<file path="src/rtl/execute_stage_pkg.sv">
// Shared ALU select encodings, used by both ALU control and the execute stage.
package execute_stage_pkg;

  localparam int ALU_SEL_W = 4;

  localparam logic [ALU_SEL_W-1:0] ALU_AND = 4'b0000;
  localparam logic [ALU_SEL_W-1:0] ALU_OR  = 4'b0001;
  localparam logic [ALU_SEL_W-1:0] ALU_ADD = 4'b0010;
  localparam logic [ALU_SEL_W-1:0] ALU_SUB = 4'b0110;
  localparam logic [ALU_SEL_W-1:0] ALU_SLT = 4'b0111;

endpackage

</file>
<file path="src/rtl/execute_stage_if.sv">
// ID/EX input bus and EX/MEM output bus of the execute stage.
// slave is the execute stage's view, master is the surrounding pipeline's.
interface execute_stage_if
  import execute_stage_pkg::*;
#(
  parameter int WIDTH      = 32,
  parameter int REG_ADDR_W = 5,
  parameter int CNT_W      = 16
);
  logic                  in_valid;
  logic                  in_ready;
  logic [ALU_SEL_W-1:0]  alu_select;
  logic [WIDTH-1:0]      operand_a;
  logic [WIDTH-1:0]      operand_b;
  logic [WIDTH-1:0]      store_data_in;
  logic [REG_ADDR_W-1:0] rd_in;
  logic                  reg_write_in;
  logic                  mem_read_in;
  logic                  mem_write_in;
  logic                  branch_in;
  logic                  flush;
  logic                  out_valid;
  logic                  out_ready;
  logic [WIDTH-1:0]      result;
  logic                  zero;
  logic                  overflow;
  logic                  branch_taken;
  logic                  illegal_op;
  logic [WIDTH-1:0]      store_data_out;
  logic [REG_ADDR_W-1:0] rd_out;
  logic                  reg_write_out;
  logic                  mem_read_out;
  logic                  mem_write_out;
  logic [CNT_W-1:0]      stall_count;

  modport slave (
    input  in_valid, alu_select, operand_a, operand_b, store_data_in, rd_in,
           reg_write_in, mem_read_in, mem_write_in, branch_in, flush, out_ready,
    output in_ready, out_valid, result, zero, overflow, branch_taken, illegal_op,
           store_data_out, rd_out, reg_write_out, mem_read_out, mem_write_out,
           stall_count
  );

  modport master (
    output in_valid, alu_select, operand_a, operand_b, store_data_in, rd_in,
           reg_write_in, mem_read_in, mem_write_in, branch_in, flush, out_ready,
    input  in_ready, out_valid, result, zero, overflow, branch_taken, illegal_op,
           store_data_out, rd_out, reg_write_out, mem_read_out, mem_write_out,
           stall_count
  );
endinterface

</file>
<file path="src/rtl/execute_stage_alu_core.sv">
// Combinational MIPS ALU: AND/OR/ADD/SUB/SLT with zero, signed overflow and
// an illegal flag for selects outside the supported set.
module execute_stage_alu_core
  import execute_stage_pkg::*;
#(
  parameter int WIDTH = 32
) (
  input  logic [ALU_SEL_W-1:0] select,
  input  logic [WIDTH-1:0]     a,
  input  logic [WIDTH-1:0]     b,
  output logic [WIDTH-1:0]     result,
  output logic                 zero,
  output logic                 overflow,
  output logic                 illegal
);
  logic [WIDTH-1:0] sum;
  logic [WIDTH-1:0] diff;

  assign sum  = a + b;
  assign diff = a - b;

  // Operation select; undefined selects yield 0 and raise illegal.
  always_comb begin
    result   = '0;
    overflow = 1'b0;
    illegal  = 1'b0;
    case (select)
      ALU_AND: result = a & b;
      ALU_OR:  result = a | b;
      ALU_ADD: begin
        result   = sum;
        overflow = (a[WIDTH-1] == b[WIDTH-1]) && (sum[WIDTH-1] != a[WIDTH-1]);
      end
      ALU_SUB: begin
        result   = diff;
        overflow = (a[WIDTH-1] != b[WIDTH-1]) && (diff[WIDTH-1] != a[WIDTH-1]);
      end
      ALU_SLT: result = {{(WIDTH-1){1'b0}}, ($signed(a) < $signed(b))};
      default: illegal = 1'b1;
    endcase
  end

  assign zero = (result == '0);
endmodule

</file>
<file path="src/rtl/execute_stage.sv">
// Execute stage: ALU plus EX/MEM pipeline register with valid/ready
// handshake, flush, and a saturating back-pressure stall counter.
module execute_stage
  import execute_stage_pkg::*;
#(
  parameter int WIDTH      = 32,
  parameter int REG_ADDR_W = 5,
  parameter int CNT_W      = 16
) (
  input logic             clk,
  input logic             rst,
  execute_stage_if.slave  bus
);
  logic [WIDTH-1:0] alu_result;
  logic             alu_zero;
  logic             alu_overflow;
  logic             alu_illegal;
  logic             load;

  logic                  out_valid_reg;
  logic [WIDTH-1:0]      result_reg;
  logic                  zero_reg;
  logic                  overflow_reg;
  logic                  branch_taken_reg;
  logic                  illegal_op_reg;
  logic [WIDTH-1:0]      store_data_reg;
  logic [REG_ADDR_W-1:0] rd_reg;
  logic                  reg_write_reg;
  logic                  mem_read_reg;
  logic                  mem_write_reg;
  logic [CNT_W-1:0]      stall_count_reg;

  execute_stage_alu_core #(.WIDTH(WIDTH)) alu_core (
    .select   (bus.alu_select),
    .a        (bus.operand_a),
    .b        (bus.operand_b),
    .result   (alu_result),
    .zero     (alu_zero),
    .overflow (alu_overflow),
    .illegal  (alu_illegal)
  );

  // No skid buffer: accept only when the register is empty or draining.
  assign bus.in_ready = !out_valid_reg || bus.out_ready;
  assign load         = bus.in_valid && bus.in_ready;

  // Pipeline register and stall counter; priority rst > flush > load > drain.
  always_ff @(posedge clk) begin
    if (rst) begin
      out_valid_reg    <= 1'b0;
      result_reg       <= '0;
      zero_reg         <= 1'b0;
      overflow_reg     <= 1'b0;
      branch_taken_reg <= 1'b0;
      illegal_op_reg   <= 1'b0;
      store_data_reg   <= '0;
      rd_reg           <= '0;
      reg_write_reg    <= 1'b0;
      mem_read_reg     <= 1'b0;
      mem_write_reg    <= 1'b0;
      stall_count_reg  <= '0;
    end else begin
      if (out_valid_reg && !bus.out_ready && (stall_count_reg != '1)) begin
        stall_count_reg <= stall_count_reg + 1'b1;
      end
      if (bus.flush) begin
        out_valid_reg <= 1'b0;
      end else if (load) begin
        out_valid_reg    <= 1'b1;
        result_reg       <= alu_result;
        zero_reg         <= alu_zero;
        overflow_reg     <= alu_overflow;
        branch_taken_reg <= bus.branch_in && alu_zero && !alu_illegal;
        illegal_op_reg   <= alu_illegal;
        store_data_reg   <= bus.store_data_in;
        rd_reg           <= bus.rd_in;
        reg_write_reg    <= bus.reg_write_in && !alu_illegal;
        mem_read_reg     <= bus.mem_read_in && !alu_illegal;
        mem_write_reg    <= bus.mem_write_in && !alu_illegal;
      end else if (bus.out_ready) begin
        out_valid_reg <= 1'b0;
      end
    end
  end

  assign bus.out_valid      = out_valid_reg;
  assign bus.result         = result_reg;
  assign bus.zero           = zero_reg;
  assign bus.overflow       = overflow_reg;
  assign bus.branch_taken   = branch_taken_reg;
  assign bus.illegal_op     = illegal_op_reg;
  assign bus.store_data_out = store_data_reg;
  assign bus.rd_out         = rd_reg;
  assign bus.reg_write_out  = reg_write_reg;
  assign bus.mem_read_out   = mem_read_reg;
  assign bus.mem_write_out  = mem_write_reg;
  assign bus.stall_count    = stall_count_reg;
endmodule

</file>
<file path="src/flat_wrapper.sv">
// flat-port wrapper written by rule: the top's interface ports become plain ports
module execute_stage_flat import execute_stage_pkg::*;
#(
  parameter int WIDTH      = 32,
  parameter int REG_ADDR_W = 5,
  parameter int CNT_W      = 16
)
  (clk, rst, bus_in_valid, bus_alu_select, bus_operand_a, bus_operand_b, bus_store_data_in, bus_rd_in, bus_reg_write_in, bus_mem_read_in, bus_mem_write_in, bus_branch_in, bus_flush, bus_out_ready, bus_in_ready, bus_out_valid, bus_result, bus_zero, bus_overflow, bus_branch_taken, bus_illegal_op, bus_store_data_out, bus_rd_out, bus_reg_write_out, bus_mem_read_out, bus_mem_write_out, bus_stall_count);
  execute_stage_if #(.WIDTH(WIDTH), .REG_ADDR_W(REG_ADDR_W), .CNT_W(CNT_W)) bus_i ();
  input logic clk;
  input logic rst;
  input wire logic [$bits(bus_i.in_valid)-1:0] bus_in_valid;
  input wire logic [$bits(bus_i.alu_select)-1:0] bus_alu_select;
  input wire logic [$bits(bus_i.operand_a)-1:0] bus_operand_a;
  input wire logic [$bits(bus_i.operand_b)-1:0] bus_operand_b;
  input wire logic [$bits(bus_i.store_data_in)-1:0] bus_store_data_in;
  input wire logic [$bits(bus_i.rd_in)-1:0] bus_rd_in;
  input wire logic [$bits(bus_i.reg_write_in)-1:0] bus_reg_write_in;
  input wire logic [$bits(bus_i.mem_read_in)-1:0] bus_mem_read_in;
  input wire logic [$bits(bus_i.mem_write_in)-1:0] bus_mem_write_in;
  input wire logic [$bits(bus_i.branch_in)-1:0] bus_branch_in;
  input wire logic [$bits(bus_i.flush)-1:0] bus_flush;
  input wire logic [$bits(bus_i.out_ready)-1:0] bus_out_ready;
  output wire logic [$bits(bus_i.in_ready)-1:0] bus_in_ready;
  output wire logic [$bits(bus_i.out_valid)-1:0] bus_out_valid;
  output wire logic [$bits(bus_i.result)-1:0] bus_result;
  output wire logic [$bits(bus_i.zero)-1:0] bus_zero;
  output wire logic [$bits(bus_i.overflow)-1:0] bus_overflow;
  output wire logic [$bits(bus_i.branch_taken)-1:0] bus_branch_taken;
  output wire logic [$bits(bus_i.illegal_op)-1:0] bus_illegal_op;
  output wire logic [$bits(bus_i.store_data_out)-1:0] bus_store_data_out;
  output wire logic [$bits(bus_i.rd_out)-1:0] bus_rd_out;
  output wire logic [$bits(bus_i.reg_write_out)-1:0] bus_reg_write_out;
  output wire logic [$bits(bus_i.mem_read_out)-1:0] bus_mem_read_out;
  output wire logic [$bits(bus_i.mem_write_out)-1:0] bus_mem_write_out;
  output wire logic [$bits(bus_i.stall_count)-1:0] bus_stall_count;
  assign bus_i.in_valid = bus_in_valid;
  assign bus_i.alu_select = bus_alu_select;
  assign bus_i.operand_a = bus_operand_a;
  assign bus_i.operand_b = bus_operand_b;
  assign bus_i.store_data_in = bus_store_data_in;
  assign bus_i.rd_in = bus_rd_in;
  assign bus_i.reg_write_in = bus_reg_write_in;
  assign bus_i.mem_read_in = bus_mem_read_in;
  assign bus_i.mem_write_in = bus_mem_write_in;
  assign bus_i.branch_in = bus_branch_in;
  assign bus_i.flush = bus_flush;
  assign bus_i.out_ready = bus_out_ready;
  assign bus_in_ready = bus_i.in_ready;
  assign bus_out_valid = bus_i.out_valid;
  assign bus_result = bus_i.result;
  assign bus_zero = bus_i.zero;
  assign bus_overflow = bus_i.overflow;
  assign bus_branch_taken = bus_i.branch_taken;
  assign bus_illegal_op = bus_i.illegal_op;
  assign bus_store_data_out = bus_i.store_data_out;
  assign bus_rd_out = bus_i.rd_out;
  assign bus_reg_write_out = bus_i.reg_write_out;
  assign bus_mem_read_out = bus_i.mem_read_out;
  assign bus_mem_write_out = bus_i.mem_write_out;
  assign bus_stall_count = bus_i.stall_count;
  execute_stage #(.WIDTH(WIDTH), .REG_ADDR_W(REG_ADDR_W), .CNT_W(CNT_W)) u_core (.clk(clk), .rst(rst), .bus(bus_i));
endmodule
</file>
<file path="config.mk">
export PLATFORM = sky130hd
export DESIGN_NAME = execute_stage_flat
export DESIGN_NICKNAME = d
export VERILOG_FILES = /design/src/rtl/execute_stage_pkg.sv /design/src/rtl/execute_stage_if.sv /design/src/rtl/execute_stage_alu_core.sv /design/src/rtl/execute_stage.sv /design/src/flat_wrapper.sv
export SDC_FILE = /design/constraint.sdc
export NUM_CORES = 1
export LEC_CHECK = 0
export CORE_MARGIN = 10
export CORE_UTILIZATION = 52
export CTS_CLUSTER_DIAMETER = 100
export CTS_CLUSTER_SIZE = 30
export DETAILED_ROUTE_END_ITERATION = 16
export HOLD_SLACK_MARGIN = 0.12
export PLACE_DENSITY = 0.9
export SLEW_MARGIN = 20
export SYNTH_ARGS = -nofsm -noshare
export SYNTH_HDL_FRONTEND = slang
export SYNTH_HIERARCHICAL = 1
export SYNTH_SLANG_ARGS = --single-unit
</file>
<file path="constraint.sdc">
create_clock -name clk -period 6.35 [get_ports clk]
set_clock_uncertainty 0.2 [all_clocks]
set_input_delay 1.905 -clock clk [delete_from_list [all_inputs] [get_ports clk]]
set_output_delay 1.905 -clock clk [all_outputs]
set_load 0.005 [all_outputs]
</file>
**Word level (Yosys, flattened, before mapping)**

Index checks and enable logic that the tools add are counted.

- Register bits after elaboration: 93
- Latch bits: 0
- RAM bits: 0
- Memory bits (read-only): 0
- Output and inout port bits: 94
- Memories: 0

- Add/sub/neg operators: 3
- Multiply operators: 0
- Divide/modulo/power cells: 0
- $lt $le $gt $ge: 1
- Equality and inequality tests: 9
- Shift operators: 0
- Mux-type cells: 5
- Bitwise logic cells: 3
- Reduce and logical (&&, ||, !) cells: 19

Operators with widths:

| operator | number |
|---|---|
| $pmux W32 S5 | 1 |
| $add A32 B32 Y32 | 1 |
| $and A32 B32 Y32 | 1 |
| $logic_not A32 Y1 | 1 |
| $lt A32 B32 Y1 | 1 |
| $or A32 B32 Y32 | 1 |
| $sub A32 B32 Y32 | 1 |
| $add A16 B1 Y16 const B | 1 |
| $ne A16 B16 Y1 const B | 1 |
| $logic_and A1 B1 Y1 | 10 |
| $eq A4 B3 Y1 const B | 2 |
| $reduce_or A5 Y1 | 1 |
| $eq A4 B1 Y1 const B | 1 |
| $eq A4 B2 Y1 const B | 1 |
| $logic_not A4 Y1 | 1 |
| $mux W1 | 3 |
| $ne A1 B1 Y1 | 3 |
| $logic_not A1 Y1 | 2 |
| $pmux W1 S2 | 1 |
| $reduce_and A2 Y1 | 1 |
| $reduce_bool A2 Y1 | 1 |
| $reduce_or A2 Y1 | 1 |
| $eq A1 B1 Y1 | 1 |
| $logic_or A1 B1 Y1 | 1 |
| $not A1 Y1 | 1 |

**Depth between registers and ports, before layout**

Gate-level depths: netlist of run 1.

- Word-level depth: 5
- Mapped depth: 16
- Mapped depth without buffers: 16

**Modules after synthesis**

The synthesis of run 1 kept the hierarchy.

By module, submodules not included:

| module | instances | cells an instance | area an instance (µm²) | seq. area each (µm²) |
|---|---|---|---|---|
| execute_stage_alu_core | 1 | 807 | 5486.5 | 0.0 |
| execute_stage | 1 | 427 | 3468.3 | 1861.8 |

**Worst setup path after synthesis of run 1**

OpenSTA, ideal clock, no wires.

- Path kind: in2reg
- From: input port bus_operand_a[0]
- To: register u_core.branch_taken_reg (netlist: u_core/bus.branch_taken)
- Arrival time: 4879 ps
- Required time: 6080 ps
- Slack: 1201 ps
- Cell stages on the path: 16
- Cell sequence: inv_1 > ha_1 > fa_1 > o21bai_1 > o211ai_1 > a21oi_2 > a21oi_2 > o2111ai_4 > nand2_1 > a221o_1 > a22o_1 > or2b_1 > or4_1 > nor2_1 > nand4b_1 > a21oi_1

- Word-level cells in the longest chain between the ends: 5
- Elaborated cells between the ends (all ways): 9

Ends and longest elaborated chain:

| element | line | source |
|---|---|---|
| start, declared | flat_wrapper.sv:14 | `input wire logic [$bits(bus_i.operand_a)-1:0] bus_operand_a;` |
| $sub A32 B32 Y32 / $add A32 B32 Y32 (equally long branches) | execute_stage_alu_core.sv:20, execute_stage_alu_core.sv:19 |  |
| $pmux W32 S5 (*) | execute_stage_alu_core.sv:27 | `case (select)` |
| net u_core.alu_result[24] | execute_stage.sv:14 | `logic [WIDTH-1:0] alu_result;` |
| $logic_not A32 Y1 (*) | execute_stage_alu_core.sv:43 | `assign zero = (result == '0);` |
| net u_core.alu_zero | execute_stage.sv:15 | `logic alu_zero;` |
| $logic_and A1 B1 Y1 (*) (2 in a row) | execute_stage.sv:73 | `branch_taken_reg <= bus.branch_in && alu_zero && !alu_illegal;` |
| end signal, assigned | execute_stage.sv:73 |  |
| end, declared | execute_stage.sv:24 | `logic branch_taken_reg;` |

Mark *: on every way through the listed nets, which the timed path passes. The rest lies on a longest branch.
A chain may end at the register's enable or synchronous reset.

**Worst setup path in the final report of run 1**

- From: input port bus_operand_a[11]
- To: register u_core.branch_taken_reg (netlist: u_core/bus.branch_taken)

Same word-level chain as after synthesis.

==> impl_metrics.toml, run 1 <==
[worst_setup_path]
start_kind = "input port"
worstRegToRegCells = 6
critPathKind = "in2reg"
critPathMaxFanout = 12
slowest_delay_ns = 0.57
cp_common_cell = "a21oi_1"
worst_ep_required_time_ns = 6.41
reg2reg_setup_slack_ns = 3.82
end_kind = "flip-flop"
crit_chain = "clkdlybuf4s50_1 > inv_1 > ha_1 > nor4_1 > nand2_1 > a21oi_1 > o31ai_2 > a21oi_1 > o221a_1 > nor2_1 > or4_1 > nor4_1 > nand4bb_1 > nor2_1 > nand4b_1 > a21oi_1"
cp_slowest_cell = "nor4_1"
cp.arrival_ns = 6.17

[pwr]
cellPowerDensity_nw_per_um2 = 160
ir_drop_uv = 151
power_leakage_nw = 4.61

[final_layout]
diodes = 0
final_area_sq_um = 11300
final_nets = 1618
n_fill_cell = 1415
layout-drive-gt1-share = 0.0597
area_growth_pct = 26.4

[clocking]
cts_max_path_buffers = 2
numClockSinks = 93
cts_root_buf = "clkbuf_16"
postCtsSetupRepairBufs = 0
cts_buffers = 9
cts_tree = "done"
postCtsHoldBufs = 0
clock_latency_ns = 0.33
cts_resized = 0
clk_pin_slew_worst_paths_ns = 0.06
cts_max_level = 3

[drt]
antenna_left = 0
drt_pass1_iterations = 6
via_count = 9924
via_per_inst = 6.10
drt_iter0_markers = 1079
drc = 0
wl_per_cell_um = 20.0
finalWirelength_mm = 32.5

[place]
hpwl_mm = 25.6
detailed_place.area_sq_um = 11000
portBuffers = 207
gp_congestion = 1.02

[logic_synthesis]
synth_warnings = 6
yosysSeqAreaShare = 0.208
yosysUniqueCellTypes = 98
syn_area_per_cell_sq_um = 7.26
yosys_register_bits = 93
synth_edf_count = 0
synth-async-reset-ratio = 0
syn_inst = 1234
syn_area_sq_um = 8950
syn_nets = 1449
yosys_most_used_dff = "dfxtp_1"

[timing]
max_freq_mhz = 164
fin_setup_tns_ns = 0
worstMarginPinSlew_ns = 1.00
setup_viol = 0
drv_slew = 0
hold_viol = 0
finalCritPeriodShare = 0.962
fin_crit_ns = 6.11
rsz0062_at_grt = "false"
slew_headroom = 0.325

[grt]
grt_max_degree = 77
grt_antenna_before_repair = 0
grt_usage = 0.267
grt_pass1_vias = 9373
grt_first_pass_wirelength_mm = 49.7
overflow = 0

[floorplan]
start_util = 0.534
fp.dieW_um = 151
num_io_pins = 208
fp.dieH_um = 151
num_rows = 47
die_area_sq_um = 22900
core_sq_um = 16800

[hold_path]
whs_path_depth = 2
holdCritPathClass = "reg2reg"

[job]
cap_violations = 0

[run_status]
status = "finished, final reports clean"
-- layout by cell type, fill, tap and decap left out, types with 12 or more instances in the layout --
cell type,Yosys,layout
xnor2_1,24,24
nor4_1,13,13
clkdlybuf4s50_1,0,206
mux2i_1,12,12
a21oi_1,154,154
dfxtp_1,93,93
nand2_1,221,221
ha_1,99,99
nor3_1,16,15
nor2_1,77,77
a211oi_1,12,12
o21ai_0,48,48
nand4_1,17,17
o211ai_1,18,18
nand3_1,16,16
or4_1,12,12
buf_4,1,23
o31ai_1,21,21
inv_1,107,107
-- cell type report --
type / count / area [sq um] / area share
flip-flops and latches: 93 / 1860 / 0.165
multi-input cells: 958 / 6230 / 0.550
well taps: 220 / 275 / 0.0243
inverters: 111 / 417 / 0.0368
clock buffers: 14 / 264 / 0.0233
repair buffers: 230 / 2240 / 0.198
clock inverters: 1 / 30.0 / 0.00265
-- stage by stage --
step	std cells	hold WS (ns)	utilization	total power, mW	setup slack [ns]
final	1627	0.255	0.675	1.81	0.243
after global routing	1627	0.268	0.675	1.89	0.0427
after CTS	1627	0.254	0.675	1.80	0.394
after detailed placement	1612	0.246	0.658	1.27	0.0536
after global placement	1612	0.237	0.658	1.26	0.251
after floorplan	1234	0.248	-	1.05	1.20
-- critical path: cells and delay by family --
kind                       cells  cell delay (ns)
and+or+nand+nor                8             2.03
AOI/OAI and AO/OA              5             1.14
buffers and inverters          2             0.60
adders and majority gates      1             0.49
-- final timing paths --
check | from | to
worst max-delay path | bus_operand_a[11] | u_core/bus.branch_taken
worst min-delay path | u_core/bus.store_data_out[27] | u_core/bus.store_data_out[27]
worst max register to register | u_core/bus.stall_count[0] | u_core/bus.stall_count[9]
worst min register to register | u_core/bus.store_data_out[27] | u_core/bus.store_data_out[27]
-- cells by family after synthesis --
kind of cell	after synthesis	synth area share
buffers and inverters	183	0.0977
adders and majority gates	101	0.143
and+or+nand+nor	444	0.236
muxes	13	0.0147
DFF	93	0.208
AOI/OAI and AO/OA	372	0.274
xor gates and xnor gates	28	0.0274
-- layer usage --
layer / up-vias / part of all wire / wire, um / GRT usage
met5: - / 0 / 0 / 0
met1: 4655 / 0.39 / 12800 / 0.326
li1: 4670 / - / - / -
met4: 0 / 0.025 / 805 / 0.0833
met3: 71 / 0.10 / 3350 / 0.0489
met2: 528 / 0.48 / 15500 / 0.464
-- cells in the mapped netlist (all sizes together), types with 5 or more instances --
cell type	n	share of area
o221ai	6	0.0059
or2	10	0.0073
a211oi	12	0.010
a221oi	6	0.0080
ha	99	0.14
and3	9	0.0063
o211ai	18	0.015
nor3	16	0.0089
nand3	18	0.011
nand2b	8	0.0056
or3	7	0.0050
a21oi	158	0.091
a22o	5	0.0050
inv	111	0.047
nor2	77	0.032
o22ai	7	0.0049
dfxtp	93	0.21
or4	13	0.011
nor2b	9	0.0071
o31ai	22	0.019
o21bai	6	0.0050
nand2	222	0.093
xnor2	24	0.023
o2111ai	6	0.0078
clkbuf	42	0.030
nor4	14	0.011
buf	30	0.021
a311oi	5	0.0049
o21ai	54	0.031
a21o	11	0.0094
mux2i	12	0.013
nand3b	6	0.0050
a31oi	9	0.0063
o21a	6	0.0050
nand4	18	0.014
-- power by group --
group / internal (mW) / switching, mW / total (mW) / leakage [nW]
Clock: 0.325 / 0.207 / 0.532 / 0.143
Sequential: 0.601 / 0.00967 / 0.611 / 0.755
Combinational: 0.284 / 0.383 / 0.667 / 3.72
Power figures use the tool's default switching activity.
==> run 2, diff against run 1 <==
--- a/config.mk
+++ b/config.mk
@@ -5,13 +5,17 @@
 export SDC_FILE = /design/constraint.sdc
 export NUM_CORES = 1
 export LEC_CHECK = 0
+export CELL_PAD_IN_SITES_DETAIL_PLACEMENT = 1
+export CELL_PAD_IN_SITES_GLOBAL_PLACEMENT = 2
 export CORE_MARGIN = 10
-export CORE_UTILIZATION = 52
+export CORE_UTILIZATION = 29
 export CTS_CLUSTER_DIAMETER = 100
 export CTS_CLUSTER_SIZE = 30
 export DETAILED_ROUTE_END_ITERATION = 16
 export HOLD_SLACK_MARGIN = 0.12
 export PLACE_DENSITY = 0.9
+export REMOVE_ABC_BUFFERS = 1
+export SKIP_CTS_REPAIR_TIMING = 1
 export SLEW_MARGIN = 20
 export SYNTH_ARGS = -nofsm -noshare
 export SYNTH_HDL_FRONTEND = slang
==> run 2 against run 1 <==
Compared with the run above:
- cell count rose by 13%
- sequential share of layout area fell by 0.62 points
- global-route usage fell by 7.8 points
- critical path depth rose by 1
- via count fell by 0.27%
- first-iteration DRC count fell by 38%
- register-to-register slack barely moved
- clock-buffer cell count fell by 3
- combinational power rose by 7.5%
- die area rose by 68%
==> impl_metrics.toml, run 2 (same netlist as run 1, synthesis figures left out) <==
[clocking]
clock_latency_ns = 0.35
cts_buffers = 9
numClockSinks = 93
cts_tree = "done"
cts_root_buf = "clkbuf_16"
cts_max_path_buffers = 2
clk_pin_slew_worst_paths_ns = 0.06
cts_max_level = 3

[floorplan]
core_sq_um = 30500
fp.dieH_um = 196
die_area_sq_um = 38300
num_io_pins = 208
fp.dieW_um = 196
num_rows = 64
start_util = 0.294

[pwr]
power_leakage_nw = 4.76
cellPowerDensity_nw_per_um2 = 160
swShare = 0.352
ir_drop_uv = 139
clockPowerShare = 0.295
switching_power_mw = 0.663
p_comb_frac = 0.381
totalPowerFinal_mw = 1.88
p_int_mw = 1.22
p_seq_frac = 0.324

[final_layout]
layout_common_cells = "nand2_1, clkdlybuf4s50_1, a21oi_1, inv_1, ha_1"
final_util = 0.385
layout-drive-gt1-share = 0.0801
area_growth_pct = 31.3
final_nets = 1647
layout_commonest_cell = "nand2_1"
final_area_sq_um = 11800

[hold_path]
holdCritPathClass = "reg2reg"
min_from = "u_core/bus.overflow"

[drt]
via_per_inst = 5.40
drt_pass1_iterations = 5
finalWirelength_mm = 37.9
drc = 0
drt_iter0_markers = 666
antenna_left = 0
wl_per_cell_um = 20.7
via_count = 9897

[worst_setup_path]
r2r_end = "u_core/bus.stall_count[7]"
endpoint = "u_core/bus.branch_taken"
worst_ep_required_time_ns = 6.42
end_kind = "flip-flop"
critPathMaxFanout = 5
r2r-start = "u_core/bus.stall_count[0]"
critPathKind = "in2reg"
critPathLaunch = "bus_operand_a[10]"
worstRegToRegCells = 6
reg2reg_setup_slack_ns = 3.81
cp.arrival_ns = 6.19
start_kind = "input port"

[grt]
overflow = 0
grt_usage = 0.189
grt_pass1_vias = 10000
grt_max_degree = 95
grt_first_pass_wirelength_mm = 58.6
grt_antenna_before_repair = 2

[place]
post-place-ws_ns = -0.0247
gp_congestion = 0.960
detailed_place.area_sq_um = 11500
hpwl_mm = 30.3
portBuffers = 207

[run_status]
status = "finished, final reports clean"

[timing]
hold_viol = 0
slew_headroom = 0.277
whs_ns = 0.256
max_freq_mhz = 163
drv_slew = 0
setup_viol = 0
fin_crit_ns = 6.12
rsz0062_at_grt = "false"
worst_slack_ns = 0.233
finalCritPeriodShare = 0.963
worstMarginPinSlew_ns = 1.08

[job]
cap_violations = 0
==> run 2: cell type report <==
class	count	area, sq um
Sequential cell	93	1860
Clock inverter	3	47.5
Tap cell	396	495
Antenna cell	1	2.50
Multi-Input combinational cell	958	6230
Timing Repair Buffer	259	2460
Inverter	111	417
Fill cell	3784	18700
Clock buffer	11	243
==> run 2: per-layer routing <==
layer	part of all wire	routed length (um)	vias up	global-route usage
met5	0.00034	13	-	0
met4	0.020	741	2	0.0455
met3	0.061	2300	47	0.0372
met2	0.45	17200	324	0.308
met1	0.47	17700	4801	0.251
li1	-	-	4723	-
==> run 2: power groups by stage <==
stage | logic [mW] | registers [mW] | clock network, mW
6_report | 0.717 | 0.610 | 0.556
5_1_grt | 0.779 | 0.612 | 0.596
4_1_cts | 0.709 | 0.610 | 0.579
3_5_place_dp | 0.706 | 0.623 | 0
3_3_place_gp | 0.697 | 0.622 | 0
2_1_floorplan | 0.382 | 0.624 | 0
==> run 2: worst max-delay path: stages <==
cell and delay, ns:
clkdlybuf4s50_1 0.54, inv_1 0.06, ha_1 0.32, buf_4 0.17, a211oi_1 0.29, o221ai_1 0.24, nand4_1 0.32, nand3_1 0.18
a21oi_1 0.21, xnor2_1 0.14, o21ai_0 0.16, or4_1 0.58, nor4_1 0.37, nand4bb_1 0.15, nor2_1 0.26, nand4b_1 0.12
a21oi_1 0.16
==> run 2: metrics by stage <==
step,setup TNS [ns],std cells
3_3_place_gp,0,1817
5_1_grt,0,1831
6_report,0,1832
4_1_cts,0,1831
3_5_place_dp,-0.0247,1817
2_1_floorplan,-15.55,1162
==> run 2: worst min-delay path by stage <==
stage | cells past startpoint | to | slack [ns]
floorplan | 2 | u_core/bus.branch_taken | 0.24
global placement | 2 | u_core/bus.mem_write_out | 0.24
detailed placement | 2 | u_core/bus.reg_write_out | 0.25
CTS | 2 | u_core/bus.reg_write_out | 0.26
global route | 2 | u_core/bus.result[5] | 0.28
finish | 2 | u_core/bus.overflow | 0.26
==> run 3, diff against run 2 <==
--- a/config.mk
+++ b/config.mk
@@ -13,9 +13,8 @@
 export CTS_CLUSTER_SIZE = 30
 export DETAILED_ROUTE_END_ITERATION = 16
 export HOLD_SLACK_MARGIN = 0.12
-export PLACE_DENSITY = 0.9
+export PLACE_DENSITY_LB_ADDON = 0.15
 export REMOVE_ABC_BUFFERS = 1
-export SKIP_CTS_REPAIR_TIMING = 1
 export SLEW_MARGIN = 20
 export SYNTH_ARGS = -nofsm -noshare
 export SYNTH_HDL_FRONTEND = slang
==> constraint.sdc (replaced) <==
create_clock -name clk -period 6.8 [get_ports clk]
set_clock_uncertainty 0.2 [all_clocks]
set_input_delay 2.04 -clock clk [delete_from_list [all_inputs] [get_ports clk]]
set_output_delay 2.04 -clock clk [all_outputs]
set_load 0.005 [all_outputs]
==> run 3 against run 2 <==
Compared with the run above:
- die area unchanged
- setup slack improved by 0.35 ns
- sequential power decreased by 6.7%
- wire length decreased by 0.32%
- register-to-register slack improved by 0.79 ns
- first-iteration DRC count decreased by 8.3%
- combinational power decreased by 9.5%
- final area decreased by 1.3%
- non-clock buffer count decreased by 21
- worst hold slack got worse by 0.0039 ns
- cell count decreased by 1.1%
- highest routed layer unchanged
==> impl_metrics.toml, run 3 (same netlist as run 1, synthesis figures left out) <==
[run_status]
status = "finished, final reports clean"

[place]
post-place-ws_ns = 0.268
gp_congestion = 0.909
portBuffers = 207
hpwl_mm = 30.1
detailed_place.area_sq_um = 11300

[final_layout]
final_nets = 1626
final_area_sq_um = 11600
layout-drive-gt1-share = 0.0671
diodes = 0
layout_common_cells = "nand2_1, clkdlybuf4s50_1, a21oi_1, inv_1, ha_1"
area_growth_pct = 29.7
layout_commonest_cell = "nand2_1"

[timing]
slew_headroom = 0.373
hold_viol = 0
rsz0062_at_grt = "false"
finalCritPeriodShare = 0.914
fin_crit_ns = 6.21
worstMarginPinSlew_ns = 0.932
max_freq_mhz = 161
fin_setup_tns_ns = 0
setup_viol = 0
drv_slew = 0
worst_slack_ns = 0.587

[floorplan]
start_util = 0.294
fp.dieW_um = 196
fp.dieH_um = 196
num_io_pins = 208
die_area_sq_um = 38300
num_rows = 64
core_sq_um = 30500

[grt]
grt_max_degree = 77
overflow = 0
busiest_layer = "met2"
grtUsageMet2 = 0.301
grtUsageMet3 = 0.0237
grt_usage = 0.188
grt_first_pass_wirelength_mm = 58.2
grt_antenna_before_repair = 1
grt_pass1_vias = 9690
use_met1 = 0.264

[worst_setup_path]
worstRegToRegCells = 5
r2r_end = "u_core/bus.stall_count[1]"
critPathKind = "in2reg"
reg2reg_setup_slack_ns = 4.60
start_kind = "input port"
end_kind = "flip-flop"
cp.arrival_ns = 6.29
critPathMaxFanout = 10
critPathLaunch = "bus_operand_a[9]"
r2r-start = "u_core/bus.stall_count[0]"
worst_ep_required_time_ns = 6.88

[clocking]
cts_max_path_buffers = 2
cts_max_level = 3
numClockSinks = 93
cts_buffers = 9
postCtsSetupRepairBufs = 0
cts_root_buf = "clkbuf_16"
clock_latency_ns = 0.34
cts_tree = "done"
clk_pin_slew_worst_paths_ns = 0.07
postCtsHoldBufs = 0
cts_resized = 0

[drt]
antenna_left = 0
wl_per_cell_um = 20.9
finalWirelength_mm = 37.8
via_count = 9593
drt_pass1_iterations = 5
via_per_inst = 5.29
drt_iter0_markers = 611
drc = 0

[hold_path]
whs_path_depth = 2
min_from = "u_core/bus.result[5]"
hold_end = "u_core/bus.result[5]"
holdCritPathClass = "reg2reg"

[job]
cap_violations = 0

[pwr]
ir_drop_uv = 108
cellPowerDensity_nw_per_um2 = 151
power_leakage_nw = 4.66
-- run 3: cell count changes in the layout (fill, tap and decap cells not counted) --
| cell | change |
|---|---|
| diode_2 | -1 |
| buf_2 | +1 |
| clkinv_4 | -1 |
| inv_6 | +1 |
| nor4_2 | -1 |
| clkinvlp_4 | +1 |
| buf_4 | -22 |
| nor4_1 | +1 |
| clkbuf_8 | +1 |
-- run 3: how the worst max path moves through the flow --
| stage | slack, ns | end |
|---|---|---|
| finish | 0.59 | u_core/bus.branch_taken |
| detailed placement | 0.27 | u_core/bus.branch_taken |
| global route | 0.27 | u_core/bus.branch_taken |
| CTS | 0.63 | u_core/bus.branch_taken |
| floorplan | 0.02 | u_core/bus.branch_taken |
| global placement | 0.32 | u_core/bus.branch_taken |
-- run 3: power by group --
part / switching (mW) / total [mW] / internal (mW)
clock: 0.224 / 0.532 / 0.308
sequential: 0.00837 / 0.569 / 0.561
combinational: 0.378 / 0.649 / 0.271
-- run 3: stage by stage --
step	utilization	instances	hold slack [ns]	total power [mW]
after floorplan	-	1162	0.242	0.940
after global placement	0.370	1796	0.239	1.22
after detailed placement	0.370	1796	0.246	1.23
after CTS	0.381	1812	0.255	1.76
after global routing	0.381	1812	0.273	1.85
final	0.381	1812	0.252	1.75
-- run 3: final cells by class --
class	instances	area, sq um
Fill cell	3779	18900
Multi-Input combinational cell	958	6230
Clock buffer	12	256
Timing Repair Buffer	238	2300
Clock inverter	4	55.1
Sequential cell	93	1860
Tap cell	396	495
Inverter	111	417
-- run 3: worst max-delay path, cell delays in order --
cell and delay (ns):
clkdlybuf4s50_1 0.52, inv_1 0.06, ha_1 0.43, nor4_1 0.63, a21boi_1 0.41, o31ai_2 0.13
a21oi_1 0.29, o221a_1 0.21, nor2_1 0.07, or4_1 0.55, nor4_1 0.34, nand4bb_1 0.14
nor2_1 0.19, nand4b_1 0.11, a21oi_1 0.16
-- run 3: layer usage --
layer / up-vias / wire length, um
met1: 4620 / 18700
li1: 4686 / -
met3: 27 / 1780
met5: - / 13
met4: 2 / 437
met2: 258 / 16900
